File: src/rtl/ula_pkg.sv
// ula_pkg: shared ALU op codes and multiplier FSM state encoding
package ula_pkg;

    localparam logic [2:0] ULA_ADD = 3'b010;
    localparam logic [2:0] ULA_SUB = 3'b110;

    typedef enum logic [1:0] {
        IDLE = 2'd0,
        CALC = 2'd1,
        DONE = 2'd2
    } state_t;

endpackage

File: src/rtl/ula_mult_ctrl.sv
// ula_mult_ctrl: 32-iteration shift-add multiplier that borrows an external 32-bit ALU
module ula_mult_ctrl
    import ula_pkg::*;
(
    input  logic        clk,
    input  logic        reset,
    input  logic        start,
    input  logic        is_signed,
    input  logic [31:0] a_in,
    input  logic [31:0] b_in,
    output logic        busy,
    output logic        done,
    output logic [31:0] hi,
    output logic [31:0] lo,
    output logic [31:0] ula_a,
    output logic [31:0] ula_b,
    output logic [2:0]  ula_ctrl,
    input  logic [31:0] ula_y,
    input  logic        ula_overflow
);

    state_t      state_q, state_d;
    logic [4:0]  cnt_q, cnt_d;
    logic [31:0] hi_q, hi_d, lo_q, lo_d, mcand_q, mcand_d;
    logic        sgn_q, sgn_d, busy_q, busy_d, done_q, done_d;
    logic        in_calc, ext;

    always_comb begin
        in_calc  = state_q == CALC;
        ula_a    = in_calc ? hi_q : '0;
        ula_b    = (in_calc && lo_q[0]) ? mcand_q : '0;
        // Signed multiplier bit 31 carries weight -2^31, so the last step subtracts
        ula_ctrl = (in_calc && sgn_q && cnt_q == 5'd31) ? ULA_SUB : ULA_ADD;
        // Signed: true sign of the sum; unsigned: carry-out recovered from sign bits
        ext      = sgn_q ? (ula_y[31] ^ ula_overflow)
                         : ((ula_a[31] & ula_b[31]) | ((ula_a[31] | ula_b[31]) & ~ula_y[31]));
        state_d  = state_q;
        cnt_d    = cnt_q;
        hi_d     = hi_q;
        lo_d     = lo_q;
        mcand_d  = mcand_q;
        sgn_d    = sgn_q;
        case (state_q)
            IDLE: if (start) begin
                state_d = CALC;
                hi_d    = '0;
                lo_d    = b_in;
                mcand_d = a_in;
                sgn_d   = is_signed;
                cnt_d   = '0;
            end
            CALC: begin
                hi_d    = {ext, ula_y[31:1]};
                lo_d    = {ula_y[0], lo_q[31:1]};
                cnt_d   = cnt_q + 5'd1;
                state_d = (cnt_q == 5'd31) ? DONE : CALC;
            end
            DONE:    state_d = IDLE;
            default: state_d = IDLE;
        endcase
        busy_d = state_d != IDLE;
        done_d = state_d == DONE;
    end

    always_ff @(posedge clk) begin
        if (reset) begin
            state_q <= IDLE;
            cnt_q   <= '0;
            hi_q    <= '0;
            lo_q    <= '0;
            mcand_q <= '0;
            sgn_q   <= 1'b0;
            busy_q  <= 1'b0;
            done_q  <= 1'b0;
        end else begin
            state_q <= state_d;
            cnt_q   <= cnt_d;
            hi_q    <= hi_d;
            lo_q    <= lo_d;
            mcand_q <= mcand_d;
            sgn_q   <= sgn_d;
            busy_q  <= busy_d;
            done_q  <= done_d;
        end
    end

    assign busy = busy_q;
    assign done = done_q;
    assign hi   = hi_q;
    assign lo   = lo_q;

endmodule

File: config.mk
export PLATFORM = sky130hd
export DESIGN_NAME = ula_mult_ctrl
export DESIGN_NICKNAME = d
export VERILOG_FILES = /design/src/rtl/ula_pkg.sv /design/src/rtl/ula_mult_ctrl.sv
export SDC_FILE = /design/constraint.sdc
export NUM_CORES = 1
export LEC_CHECK = 0
export CAP_MARGIN = 20
export CORE_UTILIZATION = 30
export CTS_BUF_LIST = sky130_fd_sc_hd__clkbuf_16
export DETAILED_ROUTE_END_ITERATION = 16
export SLEW_MARGIN = 20
export SYNTH_ARGS = -nofsm -noshare
export SYNTH_HDL_FRONTEND = slang
export SYNTH_SLANG_ARGS = --single-unit
export TNS_END_PERCENT = 30
File: constraint.sdc
create_clock -name clk -period 5 [get_ports clk]
set_input_delay 1.5 -clock clk [delete_from_list [all_inputs] [get_ports clk]]
set_output_delay 1.5 -clock clk [all_outputs]
set_load 0.05 [all_outputs]
==> results of run 1 <==
## placed cells by master, fill, tap and decap left out, drive strengths merged
| master | instances |
|---|---|
| o211ai | 1 |
| nor2b | 1 |
| clkdlybuf4s50 | 230 |
| xnor2 | 1 |
| or3b | 33 |
| nand3 | 2 |
| nand2b | 32 |
| a211oi | 2 |
| a2111oi | 1 |
| nand2 | 70 |
| nor3 | 31 |
| or2 | 1 |
| bufinv | 2 |
| inv | 2 |
| or3 | 1 |
| o21bai | 2 |
| dfxtp | 106 |
| clkbuf | 9 |
| nor2 | 70 |
| clkinv | 4 |
| a22oi | 33 |
| o21ba | 1 |
| a311oi | 1 |
| ha | 2 |
| nand3b | 2 |
| nor3b | 2 |
| a211o | 1 |
| conb | 2 |
| and2 | 31 |
| a21oi | 68 |
| and3 | 33 |
| buf | 11 |
## through the flow
stage	hold WS [ns]	total power, W	setup slack (ns)
after floorplan	0.4319	0.001271	1.969
after global placement	0.4383	0.001462	1.258
after detailed placement	0.4460	0.001469	1.233
after CTS	0.4563	0.002220	0.9228
after global routing	0.4698	0.002296	0.7726
final	0.4546	0.002192	0.9746
## kinds of logic (layout without fill, tap and decap cells)
family                     after synthesis  in the layout
other                                    2              2
buffers and inverters                   58            258
DFF                                    106            106
adders and majority gates                2              2
and+or+nand+nor                        309            309
AOI/OAI and AO/OA                      110            110
xor gates and xnor gates                 1              1
## worst max path at each step
stage | from | to | depth (start not counted)
final | state_q[0] | ula_b[26] | 4
after global routing | lo[0] | ula_b[31] | 3
after CTS | state_q[0] | ula_b[29] | 4
after detailed placement | start | cnt_q[3] | 4
after global placement | start | cnt_q[3] | 4
after floorplan | state_q[0] | ula_a[12] | 6
## report_power, final
part           switching [W]  total [W]  internal, W
Clock               0.000311   0.000745     0.000434
Combinational       0.000297   0.000511     0.000213
Sequential         0.0000398   0.000937     0.000897
## area by class of cell
| cell class | count | share of cell area (%) |
|---|---|---|
| clock buffer | 9 | 3.023 |
| clock inverter | 7 | 1.142 |
| inverter | 1 | 0.05038 |
| timing repair buffer | 241 | 32.06 |
| tap | 211 | 3.543 |
| sequential | 106 | 28.50 |
| multi-input combinational | 424 | 31.69 |
## critical path, stage by stage (launching register included)
cell             delay (ns)
dfxtp_2                0.33
nor2b_4                0.50
buf_4                  0.33
and3_1                 0.18
clkdlybuf4s50_1        0.84
## layer usage
layer  vias up  share of wire [%]  wire, um
met4         0                1.1       158
li1       2371                  -         -
met3        10                7.3      1073
met5         -                  0         0
met2       153                 48      6991
met1      2156                 44      6479
## sequential cells by signal (all words and copies together), names as in the netlist
register  count
done          1
busy          1
state_q       2
mcand_q      32
cnt_q         5
hi           32
lo           32
sgn_q         1
==> results.md, run 1 <==
- # rows: 45
- # H-tree levels: 3
- Reg-to-reg slack, setup: slightly below 3 ns
- Chip height: 128.3 um
- Per-cell routed wire length: about 15 um
- Mux contribution to synthesized area: 0%
- Post_cts resized: 0
- Final Max Tran Viols: 0
- Grt ovf: 0
- Ys Warns: 0
- Mapped Cells: 588
- Starting density of the core: between 30% and 40%
- Post-synthesis adder-cell area fraction: 0.5226%
- Most common library cells after synthesis: 106 x dfxtp_1, 70 x nand2_1, 70 x nor2_1
- WS Path Type: flip-flop to primary output
- Cell area after layout: 7451 um^2
- DRT Wirelength: 14700 um
- CP max FO: 28
- Synth Area in XOR/XNOR: 0.1829%
- # setup viols final: 0
- Synth Area in Compound Gates: between 10% and 20%
- GP Congestion: 0.7290
- CTS Hold Bufs: 0
- Hold endpoint: mcand_q[27]
- Top post-synthesis cells by area: dfxtp_1 44%, a21oi_1 7.1%, nand2_1 5.5%
- Hold Path Class: flip-flop to flip-flop
- # clock sinks: around 110
- Fin util: ~48%
- Run status: completed
- Via count: 4690
- Core area: around 15000 um^2
- Worst Reg-to-Reg Cells: 5
- Post-synth top flop: dfxtp_1
- Worst EP arrival: 2.53 ns
- Final clock skew: 0.007948 ns
- Post-Syn Area: 4788 um^2
- Largest net degree at the start of global routing: roughly 110
- Worst R2R End: lo[0]
- Simple-Gate Fraction of Synth Area: 34.26%
- Die width: roughly 130 um
- CP required: 3.50 ns
- Layout net count: between 800 and 900
- Clock buffer depth: 2
- Yosys top cell by area: dfxtp_1
- Met2 Track Usage GR: 29.51%
- Hold Path Origin: mcand_q[27]
- Post-Place Cells: 983
- Worst setup SP type: flip-flop
- Most crowded layer after global routing: met2
- Seq/Total Area, Yosys: 44.32%
- Filler cells: 1458
- Hold Fails Final Rpt: 0
- Slew Limit Headroom: 34.70%
- Post-synth top area share: 44.32%
- Multi-input gate area: 2361 um^2
- Via density: between 4 and 5
- Peak supply drop: ~150 uV
- Synth Net Count: 691
- Vias in the first global route: 4594
- Post-synthesis cell type count: 35
- GRT Resource Usage Total: 17.70%
- DP Area: slightly above 7000 um^2
- Area grow syn2layout: 55.61%
- Number of buffers added on ports: 231
- DR iter-0 viols: 246
- Postcts setup bufs: 0
- # diodes: 0
- Tmin final: 4.025 ns
- Met3 Track Usage GR: 4.491%
- Fin cells: 999
- Reg2reg start: state_q[0]
- Mean Syn Cell Area: approximately 8.1 um^2
- DRC violations left: 0
- Max cap viols: 0
- TritonCTS Buffers: 9
- Half-perimeter wire length after placement: 9967 um
- ANT nets after route: 0
- Setup tns final: 0 ns
- Top-count cell post-synth: dfxtp_1
- Actual slew at the worst max-slew pin: between 0.9 and 1 ns
- Share of post-route cells with drive strength above 1: 6.853%
- Clock slew at reported path FFs: 0.07 ns
- #FFs+latches synth: 106
- Post-route clock period utilization: 80.51%
- CTS tree: yes
- I/O pin total: 234
- Largest family of logic cells by synthesized area: simple AND/OR/NAND/NOR gates
- CTS Root Buffer Type: clkbuf_16
- Unrepaired setup endpoints after global routing: false
- Post-synth EDFFs: 0
- Critical Path End Type: primary output
- Hold depth: 2
- Pre-antenna DRT Iters: 4
- Worst skew pair latency: ~0.34 ns
- Met1 usage: about 22%
- Leakage: approximately 2.9 nW
- Initial antenna violation count: 0
- Asr flop ratio synth: 0%
- Pwr dens: about 290 nW/um^2
- First-pass GRT wire length: between 20000 and 25000 um
- Die ar.: 16470 um^2
- Fmax: 248.4 MHz
- Storage cell area: 2123 um^2
Note: power is estimated with default switching activity, not from simulation.
==> run 2: changes to the inputs <==
==> constraint.sdc (replaced) <==
create_clock -name clk -period 3.3 [get_ports clk]
set_input_delay 0.99 -clock clk [delete_from_list [all_inputs] [get_ports clk]]
set_output_delay 0.99 -clock clk [all_outputs]
set_load 0.05 [all_outputs]
==> run 2 against run 1 <==
  * Critical path depth is the same
  * Register-to-register slack worse by 1.6 ns
  * First-iteration DRC count rose by 10%
  * Routed wire length increased by 0.36%
  * Highest routed layer unchanged
  * Setup slack got worse by 0.46 ns
  * Sequential power up 50%
  * Combinational power increased by 53%
==> results.md, run 2 (synthesis gave the netlist of run 1 again) <==
- CTS tree: yes
- Max cap viols: 0 (unchanged)
- DR iter-0 viols: 271 (+10%)
- CTS Root Buffer Type: clkbuf_16
- CP required: 2.31 ns (-1.19 ns)
- Fmax: 359.1 MHz
- Unrepaired setup endpoints after global routing: false
- First-pass GRT wire length: 23010 um (-0.98%)
- Post-route clock period utilization: 84.38%
- GP Congestion: 0.7203 (-1.2%)
- Cell area after layout: 7305 um^2 (-2.0%)
- Met1 usage: 21.84% (-0.45 points)
- Grt ovf: 0 (unchanged)
- Vias in the first global route: 4541 (-1.2%)
- Postcts setup bufs: 0 (unchanged)
- Hold Path Class: flip-flop to flip-flop
- CP max FO: 71 (+150%)
- Most crowded layer after global routing: met2
- Run status: completed
- Worst skew pair latency: 0.34 ns (about the same)
- Starting density of the core: 31.15% (unchanged)
- Share of post-route cells with drive strength above 1: 15.40% (+8.6 points)
- CTS Hold Bufs: 0 (unchanged)
- Via count: 4724 (+0.72%)
- Hold Fails Final Rpt: 0 (unchanged)
- WS Path Type: flip-flop to primary output
- TritonCTS Buffers: 9 (unchanged)
- Die ar.: 16470 um^2 (unchanged)
- Initial antenna violation count: 0 (unchanged)
- Layout net count: 890 (+0.45%)
- Leakage: 3.026 nW (+5.0%)
- Per-cell routed wire length: 14.71 um (about the same)
- # clock sinks: 106 (unchanged)
- # H-tree levels: 3 (unchanged)
- Worst setup SP type: flip-flop
- Critical Path End Type: primary output
- Clock buffer depth: 2 (unchanged)
- Largest net degree at the start of global routing: 73 (-32%)
- Pwr dens: 444.0 nW/um^2 (+51%)
- Half-perimeter wire length after placement: 10150 um (+1.9%)
- Commonest non-fill, non-tap cell in the layout: clkdlybuf4s50_1
- Pre-antenna DRT Iters: 4 (unchanged)
- Met3 Track Usage GR: 4.532% (+0.042 points)
- Final clock skew: 0.008181 ns (+0.0002335 ns)
- # diodes: 0 (unchanged)
- Area grow syn2layout: 52.55%
- Met2 Track Usage GR: 29.09% (-0.41 points)
- DRT Wirelength: 14760 um (+0.36%)
- Setup tns final: 0 ns (unchanged)
- Tmin final: 2.784 ns
- Peak supply drop: 211.3 uV (+45%)
- Actual slew at the worst max-slew pin: 0.6426 ns (-0.3357 ns)
- I/O pin total: 234 (unchanged)
- Multi-input gate area: 2361 um^2 (unchanged)
- Die width: 128.3 um (unchanged)
- Final Max Tran Viols: 0 (unchanged)
- Chip height: 128.3 um (unchanged)
- Filler cells: 1468 (+0.69%)
- ANT nets after route: 0 (unchanged)
- Worst EP arrival: 1.79 ns (-0.74 ns)
- Via density: 4.710 (+0.32%)
- Clock slew at reported path FFs: 0.07 ns (about the same)
- GRT Resource Usage Total: 17.64% (-0.054 points)
- # setup viols final: 0 (unchanged)
- DP Area: 7017 um^2 (-1.7%)
- Post_cts resized: 0 (unchanged)
- Storage cell area: 2123 um^2 (unchanged)
- Core area: 15370 um^2 (unchanged)
- Slew Limit Headroom: 57.16% (+22 points)
- DRC violations left: 0 (unchanged)
- # rows: 45 (unchanged)
- Number of buffers added on ports: 231 (unchanged)
- Commonest non-fill, non-tap cells in the layout: 165 x clkdlybuf4s50_1, 105 x dfxtp_1, 79 x buf_4
-- run 2: final timing paths --
kind                                   from     endpoint  slack, ns  cells after the start
worst max-delay path             state_q[0]    ula_b[31]       0.52                      4
worst min-delay path            mcand_q[30]  mcand_q[30]       0.45                      2
worst max register to register   state_q[0]        lo[2]       1.30                      5
worst min register to register  mcand_q[30]  mcand_q[30]       0.45                      2
-- run 2: power breakdown --
part	internal, W	total [W]	switching [W]
Combinational	0.000324	0.000781	0.000457
Sequential	0.00136	0.00141	0.0000557
Clock	0.000581	0.00105	0.000467
Total	0.00226	0.00324	0.000979
-- run 2: metal layers --
layer | vias up | part of all wire (%)
met5 | - | 0
met1 | 2167 | 43
li1 | 2372 | -
met2 | 168 | 48
met3 | 17 | 6.8
met4 | 0 | 2.1
-- run 2: through the flow --
stage	std cells	util, %	setup slack (ns)	hold WS [ns]	total power, W
final	1003	47.52	0.5155	0.4514	0.003243
after global routing	1003	47.52	0.3492	0.4746	0.003417
after CTS	1003	47.52	0.4564	0.4529	0.003300
after detailed placement	987	45.65	0.4842	0.4432	0.002230
after global placement	987	45.65	0.5322	0.4410	0.002220
after floorplan	588	-	0.7791	0.4319	0.001926
-- run 2: layout make-up --
cell class	count	share of cell area [%]
repair buffers	245	31.00
clock inverters	7	0.8565
clock buffers	9	3.083
flip-flops and latches	106	29.07
multi-input cells	424	32.32
well taps	211	3.614
inverters	1	0.05139
-- run 2: worst max-delay path: stages, from the launching register on --
cell	delay [ns]
dfxtp_2	0.32
buf_4	0.51
nand2b_1	0.24
nor2_1	0.15
buf_4	0.22
